### src/rtl/fir_wb_pkg.sv
// Shared types and constants for the Wishbone FIR sample streamer.
package fir_wb_pkg;

  typedef enum logic [2:0] {
    StIdle,
    StWrIn,
    StWrSet,
    StWrClr,
    StPoll,
    StRdOut,
    StEmit
  } state_e;

  localparam logic [31:0] FIR_IN_ADDR    = 32'h0000_0000;
  localparam logic [31:0] FIR_START_ADDR = 32'h0000_0004;
  localparam logic [31:0] FIR_DONE_ADDR  = 32'h0000_0008;
  localparam logic [31:0] FIR_OUT_ADDR   = 32'h0000_000C;

  localparam logic [3:0] WB_SEL_ALL = 4'hF;

endpackage

### src/rtl/wb_single_master.sv
// One-shot Wishbone classic access engine: holds cyc/stb until ack, err or timeout,
// then reports the outcome for one cycle while the bus idles.
module wb_single_master
  import fir_wb_pkg::*;
#(
  parameter int unsigned ADDR_W  = 32,
  parameter int unsigned DATA_W  = 32,
  parameter int unsigned ACK_TMO = 256
) (
  input  logic              clk_i,
  input  logic              rst_i,
  input  logic              req_i,
  input  logic [ADDR_W-1:0] adr_i,
  input  logic              we_i,
  input  logic [DATA_W-1:0] wdata_i,
  output logic              done_o,
  output logic              err_o,
  output logic [DATA_W-1:0] rdata_o,
  output logic [ADDR_W-1:0] wb_adr_o,
  output logic [DATA_W-1:0] wb_dat_o,
  output logic [3:0]        wb_sel_o,
  output logic              wb_we_o,
  output logic              wb_cyc_o,
  output logic              wb_stb_o,
  input  logic [DATA_W-1:0] wb_dat_i,
  input  logic              wb_ack_i,
  input  logic              wb_err_i
);

  localparam int unsigned TW = $clog2(ACK_TMO);
  localparam logic [TW-1:0] TmoLast = TW'(ACK_TMO - 1);

  logic              cyc;
  logic              fin_q, fin_d;
  logic              fin_err_q, fin_err_d;
  logic [TW-1:0]     tmo_q, tmo_d;
  logic [DATA_W-1:0] rdata_q, rdata_d;

  // The finish cycle doubles as the mandatory idle cycle between accesses.
  always_comb begin
    cyc       = req_i & ~fin_q;
    fin_d     = 1'b0;
    fin_err_d = 1'b0;
    tmo_d     = '0;
    rdata_d   = rdata_q;
    if (cyc) begin
      if (wb_err_i || (!wb_ack_i && tmo_q == TmoLast)) begin
        fin_d     = 1'b1;
        fin_err_d = 1'b1;
      end else if (wb_ack_i) begin
        fin_d   = 1'b1;
        rdata_d = wb_dat_i;
      end else begin
        tmo_d = tmo_q + 1'b1;
      end
    end
  end

  always_ff @(posedge clk_i or posedge rst_i) begin
    if (rst_i) begin
      fin_q     <= 1'b0;
      fin_err_q <= 1'b0;
      tmo_q     <= '0;
      rdata_q   <= '0;
    end else begin
      fin_q     <= fin_d;
      fin_err_q <= fin_err_d;
      tmo_q     <= tmo_d;
      rdata_q   <= rdata_d;
    end
  end

  assign wb_cyc_o = cyc;
  assign wb_stb_o = cyc;
  assign wb_sel_o = cyc ? WB_SEL_ALL : 4'h0;
  assign wb_adr_o = adr_i;
  assign wb_dat_o = wdata_i;
  assign wb_we_o  = we_i;
  assign done_o   = fin_q & ~fin_err_q;
  assign err_o    = fin_q & fin_err_q;
  assign rdata_o  = rdata_q;

endmodule

### src/rtl/fir_wb_sample_streamer.sv
// Wishbone master that pushes each stream sample through the FIR core and streams the result out.
module fir_wb_sample_streamer
  import fir_wb_pkg::*;
#(
  parameter int unsigned       ADDR_W     = 32,
  parameter int unsigned       DATA_W     = 32,
  parameter logic [ADDR_W-1:0] IN_ADDR    = ADDR_W'(FIR_IN_ADDR),
  parameter logic [ADDR_W-1:0] START_ADDR = ADDR_W'(FIR_START_ADDR),
  parameter logic [ADDR_W-1:0] DONE_ADDR  = ADDR_W'(FIR_DONE_ADDR),
  parameter logic [ADDR_W-1:0] OUT_ADDR   = ADDR_W'(FIR_OUT_ADDR),
  parameter int unsigned       ACK_TMO    = 256,
  parameter int unsigned       POLL_MAX   = 1024
) (
  input  logic              clk_i,
  input  logic              rst_i,
  input  logic              s_valid_i,
  output logic              s_ready_o,
  input  logic [DATA_W-1:0] s_data_i,
  output logic              m_valid_o,
  input  logic              m_ready_i,
  output logic [DATA_W-1:0] m_data_o,
  output logic [ADDR_W-1:0] wb_adr_o,
  output logic [DATA_W-1:0] wb_dat_o,
  output logic [3:0]        wb_sel_o,
  output logic              wb_we_o,
  output logic              wb_cyc_o,
  output logic              wb_stb_o,
  input  logic [DATA_W-1:0] wb_dat_i,
  input  logic              wb_ack_i,
  input  logic              wb_err_i,
  output logic              busy_o,
  output logic              err_o,
  input  logic              err_clr_i,
  output logic [15:0]       sample_cnt_o
);

  localparam int unsigned PW = $clog2(POLL_MAX + 1);
  localparam logic [PW-1:0] PollLast = PW'(POLL_MAX - 1);

  state_e            state_q, state_d;
  logic [DATA_W-1:0] sample_q, sample_d;
  logic [DATA_W-1:0] result_q, result_d;
  logic [PW-1:0]     poll_q, poll_d;
  logic [15:0]       sample_cnt_q, sample_cnt_d;
  logic              err_q, err_d;

  logic              req, we, abort;
  logic [ADDR_W-1:0] adr;
  logic [DATA_W-1:0] wdata;
  logic              eng_done, eng_err;
  logic [DATA_W-1:0] eng_rdata;

  // Gated by rst_i so the input side looks closed while reset is held.
  assign s_ready_o = (state_q == StIdle) && !err_q && !rst_i;

  always_comb begin
    state_d      = state_q;
    sample_d     = sample_q;
    result_d     = result_q;
    poll_d       = poll_q;
    sample_cnt_d = sample_cnt_q;
    err_d        = err_q;
    req          = 1'b0;
    adr          = '0;
    we           = 1'b0;
    wdata        = '0;
    abort        = 1'b0;
    unique case (state_q)
      StIdle: begin
        if (s_valid_i && s_ready_o) begin
          sample_d = s_data_i;
          state_d  = StWrIn;
        end
      end
      StWrIn: begin
        req   = 1'b1;
        adr   = IN_ADDR;
        we    = 1'b1;
        wdata = sample_q;
        if (eng_done) state_d = StWrSet;
      end
      StWrSet: begin
        req   = 1'b1;
        adr   = START_ADDR;
        we    = 1'b1;
        wdata = DATA_W'(1);
        if (eng_done) state_d = StWrClr;
      end
      StWrClr: begin
        req = 1'b1;
        adr = START_ADDR;
        we  = 1'b1;
        if (eng_done) begin
          state_d = StPoll;
          poll_d  = '0;
        end
      end
      StPoll: begin
        req = 1'b1;
        adr = DONE_ADDR;
        if (eng_done) begin
          if (eng_rdata[0]) state_d = StRdOut;
          else if (poll_q == PollLast) abort = 1'b1;
          else poll_d = poll_q + 1'b1;
        end
      end
      StRdOut: begin
        req = 1'b1;
        adr = OUT_ADDR;
        if (eng_done) begin
          result_d = eng_rdata;
          state_d  = StEmit;
        end
      end
      StEmit: begin
        if (m_ready_i) begin
          state_d      = StIdle;
          sample_cnt_d = sample_cnt_q + 16'd1;
        end
      end
      default: state_d = StIdle;
    endcase
    if (eng_err) abort = 1'b1;
    // A fresh abort wins over a simultaneous clear.
    if (abort) begin
      state_d = StIdle;
      err_d   = 1'b1;
    end else if (err_clr_i) begin
      err_d = 1'b0;
    end
  end

  always_ff @(posedge clk_i or posedge rst_i) begin
    if (rst_i) begin
      state_q      <= StIdle;
      sample_q     <= '0;
      result_q     <= '0;
      poll_q       <= '0;
      sample_cnt_q <= '0;
      err_q        <= 1'b0;
    end else begin
      state_q      <= state_d;
      sample_q     <= sample_d;
      result_q     <= result_d;
      poll_q       <= poll_d;
      sample_cnt_q <= sample_cnt_d;
      err_q        <= err_d;
    end
  end

  wb_single_master #(
    .ADDR_W (ADDR_W),
    .DATA_W (DATA_W),
    .ACK_TMO(ACK_TMO)
  ) u_wb_master (
    .clk_i   (clk_i),
    .rst_i   (rst_i),
    .req_i   (req),
    .adr_i   (adr),
    .we_i    (we),
    .wdata_i (wdata),
    .done_o  (eng_done),
    .err_o   (eng_err),
    .rdata_o (eng_rdata),
    .wb_adr_o(wb_adr_o),
    .wb_dat_o(wb_dat_o),
    .wb_sel_o(wb_sel_o),
    .wb_we_o (wb_we_o),
    .wb_cyc_o(wb_cyc_o),
    .wb_stb_o(wb_stb_o),
    .wb_dat_i(wb_dat_i),
    .wb_ack_i(wb_ack_i),
    .wb_err_i(wb_err_i)
  );

  assign m_valid_o    = (state_q == StEmit);
  assign m_data_o     = result_q;
  assign busy_o       = (state_q != StIdle);
  assign err_o        = err_q;
  assign sample_cnt_o = sample_cnt_q;

endmodule

### config.mk
export PLATFORM = sky130hd
export DESIGN_NAME = fir_wb_sample_streamer
export DESIGN_NICKNAME = d
export VERILOG_FILES = /design/src/rtl/fir_wb_pkg.sv /design/src/rtl/wb_single_master.sv /design/src/rtl/fir_wb_sample_streamer.sv
export SDC_FILE = /design/constraint.sdc
export NUM_CORES = 1
export LEC_CHECK = 0
export ABC_AREA = 1
export CAP_MARGIN = 20
export CORE_MARGIN = 2
export CORE_UTILIZATION = 44
export CTS_BUF_LIST = sky130_fd_sc_hd__clkbuf_16
export DETAILED_ROUTE_END_ITERATION = 16
export GPL_ROUTABILITY_DRIVEN = 0
export PLACE_DENSITY = 0.75
export SETUP_SLACK_MARGIN = 0.4
export SLEW_MARGIN = 15
export SYNTH_ARGS = -nofsm -noshare
export SYNTH_HDL_FRONTEND = slang
export SYNTH_HIERARCHICAL = 1
export SYNTH_SLANG_ARGS = --single-unit
### constraint.sdc
create_clock -name clk_i -period 2.85 [get_ports clk_i]
set_input_delay 0.57 -clock clk_i [delete_from_list [all_inputs] [get_ports clk_i]]
set_output_delay 0.57 -clock clk_i [all_outputs]
set_load 0.1 [all_outputs]
==> results of run 1 <==
final cells by class:
type	instances	area [sq um]
fill	1373	6450
inverter	104	403
tap	216	270
multi-input combinational	486	2750
clock buffer	17	425
sequential	137	3430
clock inverter	15	165
timing repair buffer	177	2040
cell usage in the layout, fill, tap and decap left out, drive strengths merged, types with 2 or more instances in the layout:
cell and count:
dfrtp 137, o21ai 48, nand4 6, clkdlybuf4s50 70
nand3 28, nor3 7, xnor2 8, clkinvlp 6
conb 30, ha 3, a21oi 35, inv 105
bufinv 2, mux2 31, nor2 118, nand2 154
xor2 10, nand3b 2, clkinv 6, clkbuf 17
o21bai 2, buf 107, or2 2
synth_stat cells, types with 2 or more instances:
master,count,share of area [%]
a21oi_2,32,3.9
buf_4,70,7.3
xnor2_1,8,0.97
mux2_2,31,4.9
nand3_1,26,1.8
nand3b_1,2,0.21
nand2_2,3,0.26
a21oi_1,3,0.21
xor2_1,10,1.2
o21ai_0,16,1.1
nand2_1,147,7.7
nor3_1,5,0.35
o21ai_2,32,3.9
dfrtp_1,137,48
nand2_4,4,0.63
clkbuf_1,3,0.16
o21bai_1,2,0.21
clkinv_2,2,0.14
or2_2,2,0.17
inv_2,5,0.26
nand4_1,5,0.43
buf_6,19,3.0
nor2_1,115,6.0
ha_1,3,0.52
inv_1,97,5.1
kinds of logic (layout without fill, tap and decap cells):
family | Yosys count | count (layout) | share of synthesized area [%]
multiplexers | 31 | 31 | 4.85
adder cells (fa/ha/maj) | 3 | 3 | 0.522
AND/OR/NAND/NOR | 318 | 318 | 19.2
other | 1 | 30 | 0.0521
XOR/XNOR | 18 | 18 | 2.19
buffers and inverters | 197 | 313 | 16.1
AO/OA/AOI/OAI | 86 | 86 | 9.43
flip-flops | 137 | 137 | 47.7
critical path, stage by stage, from the launching register on:
cell and delay [ns]:
dfrtp_2 0.45, buf_4 0.17, buf_4 0.15, inv_1 0.09, nand3_1 0.13, o21ai_1 0.17, buf_12 0.21
final timing paths:
kind | startpoint | endpoint | slack [ns] | cells after the start
setup / recovery | state_q[0]$_DFFE_PP0P_ | wb_dat_o[0] | 0.48 | 6
hold / removal | u_wb_master/tmo_q[0]$_DFF_PP0_ | u_wb_master/tmo_q[0]$_DFF_PP0_ | 0.47 | 1
setup reg to reg | state_q[1]$_DFFE_PP0P_ | u_wb_master/rdata_o[21]$_DFFE_PP0P_ | 0.92 | 6
hold reg to reg | u_wb_master/tmo_q[0]$_DFF_PP0_ | u_wb_master/tmo_q[0]$_DFF_PP0_ | 0.47 | 1
max in group asynchronous | rst_i | sample_q[27]$_DFFE_PP0P_ | 1.64 | 3
min in group asynchronous | rst_i | u_wb_master/rdata_o[12]$_DFFE_PP0P_ | 0.78 | 3
routing by layer:
| metal | vias up | global-route usage (%) | wire length [um] |
|---|---|---|---|
| met5 | - | 0 | 0 |
| met4 | 0 | 5.25 | 246 |
| met3 | 20 | 7.65 | 1130 |
| met2 | 156 | 27.3 | 6910 |
| met1 | 2488 | 23.0 | 6570 |
| li1 | 2616 | - | - |
state kept, by name, indices dropped and copies added (netlist names):
signal / cells
err_o: 1
m_data_o: 32
poll_q: 11
sample_cnt_o: 16
sample_q: 32
state_q: 3
u_wb_master/fin_err_q: 1
u_wb_master/fin_q: 1
u_wb_master/rdata_o: 32
u_wb_master/tmo_q: 8
through the flow:
stage / hold WS (ns) / cell area, sq um
floorplan: 0.433 / 7340
global placement: 0.451 / 8820
detailed placement: 0.457 / 8820
CTS: 0.465 / 9480
global route: 0.475 / 9490
finish: 0.467 / 9490
timing repair:
item / CTS / global route
resized for setup: 5 / 2
setup endpoints to repair: 38 / 8
hold buffers: 0 / 0
pin swaps: 0 / 1
buffers inserted: 5 / 1
hold endpoints to repair: 0 / 0
==> metrics.txt, run 1 <==
WL/cell=12.9 um; GR Util All Layers=17.8%; n_diodes=0; Final min period=2.37 ns; global route total overflow=0; Layout area overhead=31.9%; initial antenna violation count=0; Worst Tran Pin Value=0.819 ns; die width=132 um; CTS Root Cell=clkbuf_16; worst-path fanout max=5; Vias=5280; Final period util=83.1%; #FFs+latches synth=137; Hold Vio Cnt, Final=0; CTS buffer count=17; syn avg cell area=9.09 sq um; Num Clock Sinks=137; Setup CP Type=flip-flop to output pin; residual DRC count=0; Final ANT Viol Nets=0; Post-synth EDFFs=0; Non-Filler Instances=1152; Final WS setup=0.481 ns; Die ar.=17400 sq um; vias in the first global route=5097; status=complete, no violations; slew margin rel.=45.4%; first-pass GRT wire length=25.1 mm; H-tree depth=4; clock buffer depth=2; Core Rows=46; Mapped Area=7190 sq um; min-delay worst type=flip-flop to flip-flop; Starting DRT DRC Count=244; critical path data required time=2.28 ns; core area=15900 sq um; clk_lat worst skew=0.42 ns; layout cells sized above 1=28.4%; unrepaired setup endpoints after global routing=true; largest net degree at the start of global routing=96; Setup TNS Final=0 ns; Fmax=0.422 GHz; max-slew violations=0; clock transition at the registers of the reported paths=0.06 ns; Post-Route Utilization=59.5%; Detailed Place HPWL=10.5 mm; Max-Cap Viols=0; Final nets=997; number of primary I/O pins=194; starting density of the core=45.1%; most used flip-flop cell after synthesis=dfrtp_1; Synth warnings=6; die height=132 um; Netlist cell types=37; Final setup viols=0; drt pass-1 iters=5; Syn Inst Count=791; Setup Skew=0.00707 ns; post-synthesis sequential area ratio=47.7%; pre-CTS setup slack=0.480 ns; Crit. End Element=output pin; dpl cells=1114; CTS tree=built; CP arrival=1.80 ns; PortBufs=163; async set-reset flop share out of synthesis=100%; DR vias/cell=4.58; Worst setup SP type=flip-flop; routed wire length=14.9 mm
Power of run 1 is not shown: default switching activity piles up to over one toggle a cycle in this logic, so the estimate is an artifact.
==> run 2: changes to the inputs <==
- clock period: 2.85 -> 2.13 ns (I/O delays scaled with it)
==> metrics.txt, run 2 (same netlist as run 1, synthesis figures left out) <==
status=complete, but fails checks; violated checks=setup timing; number of primary I/O pins=194 (unchanged); Non-Filler Instances=1213 (+5.3%); global route total overflow=0 (unchanged); critical path data required time=1.70 ns (-0.58 ns); Detailed Place HPWL=11.1 mm (+5.9%); max-slew violations=0 (unchanged); Die ar.=17400 sq um (unchanged); clock transition at the registers of the reported paths=0.06 ns (about the same); CTS Root Cell=clkbuf_16; worst-path fanout max=7 (+2); Hold Worst Slack=0.456 ns (-0.0110 ns); Final setup viols=20 (+20); initial antenna violation count=0 (unchanged); Starting DRT DRC Count=171 (-30%); slew margin rel.=59.7% (+14 points); Final WS setup=-0.0471 ns (-0.529 ns); Filler Cells Inserted=1122 (-18%); core area=15900 sq um (unchanged); Hold Vio Cnt, Final=0 (unchanged); Worst R2R Setup Slack=0.20 ns (-0.72 ns); die height=132 um (unchanged); Pwr Total=0.0199 W; Num Clock Sinks=137 (unchanged); Worst setup SP type=flip-flop; layout cells sized above 1=42.3% (+14 points); Setup Skew=0.00925 ns (+0.00218 ns); routed wire length=19.9 mm (+34%); leakage power=5.39 nW; n_diodes=0 (unchanged); DR vias/cell=4.73 (+3.2%); Crit. End Element=output pin; Worst IR Drop VDD=1150 uV; CP arrival=1.75 ns (-0.05 ns); Setup CP Type=flip-flop to output pin; clk_lat worst skew=0.41 ns (about the same); PortBufs=163 (unchanged); drt pass-1 iters=4 (-1); Fmax=0.459 GHz; Layout area overhead=57.2%; first-pass GRT wire length=27.4 mm (+9.3%); Final period util=102%; min-delay worst type=flip-flop to flip-flop; largest net degree at the start of global routing=38 (-60%); dpl cells=1123 (+0.81%); starting density of the core=45.1% (unchanged); Vias=5736 (+8.6%); post-cts hold buffer count=0 (unchanged); Final nets=1058 (+6.1%); Worst Tran Pin Value=0.603 ns (-0.216 ns); die width=132 um (unchanged); Core Rows=46 (unchanged); Final min period=2.18 ns; unrepaired setup endpoints after global routing=true; H-tree depth=4 (unchanged); Setup TNS Final=-0.478 ns (-0.478 ns); clock buffer depth=2 (unchanged); residual DRC count=0 (unchanged); most frequent cells in the layout=nand2_1, dfrtp_1, inv_1; hold depth=1 (unchanged); Final ANT Viol Nets=0 (unchanged); commonest non-fill, non-tap cell in the layout=nand2_1; Cell Pwr Density=1760 nW/um^2; Worst Reg-to-Reg Cells=11 (+5); vias in the first global route=5448 (+6.9%); CTS buffer count=17 (unchanged); GR Util All Layers=19.5% (+1.8 points); WL/cell=16.4 um (+27%); CTS tree=built; Max-Cap Viols=0 (unchanged); Post-Route Utilization=70.9% (+11 points)
run 2: changes by cell type in the layout (fill, tap and decap cells not counted), sizes merged, moves of 2 or more:
cell,previous run,this run
clkbuf,17,28
buf,107,151
bufinv,2,4
clkinv,6,8
clkinvlp,6,3
nand2,154,159
run 2: worst max-delay path, stage by stage, from the launching register on:
cell and delay, ns:
dfrtp_2 0.48, nor2_8 0.17, nand2_8 0.07, inv_4 0.07
a21oi_4 0.03, nand2_2 0.09, clkinvlp_4 0.11, buf_12 0.15
buf_12 0.16
run 2: repair_timing:
| action | in CTS | in global routing |
|---|---|---|
| cloned | 1 | 21 |
| pin swaps | 6 | 27 |
| setup buffers | 18 | 18 |
| hold endpoints to repair | 0 | 0 |
| resized for setup | 65 | 146 |
| setup endpoints to repair | 108 | 114 |
run 2: routing by layer:
layer  track usage (%)  vias up  routed length [um]
met5                 0        -                   0
met4              5.43        0                 324
met3              7.15       21                1400
met2              31.9      205               10100
met1              24.6     2746                8030
li1                  -     2764                   -
run 2: final cells by class:
class	count	area, sq um	share of cell area [%]
clock buffers	17	425	3.76
inverters	104	425	3.76
well taps	216	270	2.39
flip-flops and latches	137	3450	30.5
clock inverters	15	183	1.62
multi-input cells	492	3590	31.8
repair buffers	232	2960	26.2
run 2: path summary, 6_finish.rpt:
kind	startpoint	end
max	state_q[1]$_DFFE_PP0P_	wb_sel_o[1]
min	u_wb_master/tmo_q[0]$_DFF_PP0_	u_wb_master/tmo_q[0]$_DFF_PP0_
max reg2reg	state_q[1]$_DFFE_PP0P_	sample_q[15]$_DFFE_PP0P_
min reg2reg	u_wb_master/tmo_q[0]$_DFF_PP0_	u_wb_master/tmo_q[0]$_DFF_PP0_
max in group asynchronous	rst_i	sample_q[28]$_DFFE_PP0P_
min in group asynchronous	rst_i	state_q[2]$_DFFE_PP0P_
run 2: power breakdown:
| group | switching [W] | internal [W] |
|---|---|---|
| Clock | 0.00111 | 0.00194 |
| Combinational | 0.00851 | 0.00437 |
| Sequential | 0.000485 | 0.00345 |
| Total | 0.0101 | 0.00977 |
run 2: metrics by stage:
step	cell area, sq um	setup WS, ns
CTS	10200	0.00806
global route	11300	-0.0974
global placement	9170	0.188
detailed placement	9170	0.144
floorplan	7610	-0.254
finish	11300	-0.0471
No activity file was read; power rests on OpenSTA's default activity.
==> run 3: changes to the inputs <==
- SLEW_MARGIN: 15 -> not set
==> results of run 3 <==
Final layout, timing and power as in run 2 (identical DEF).
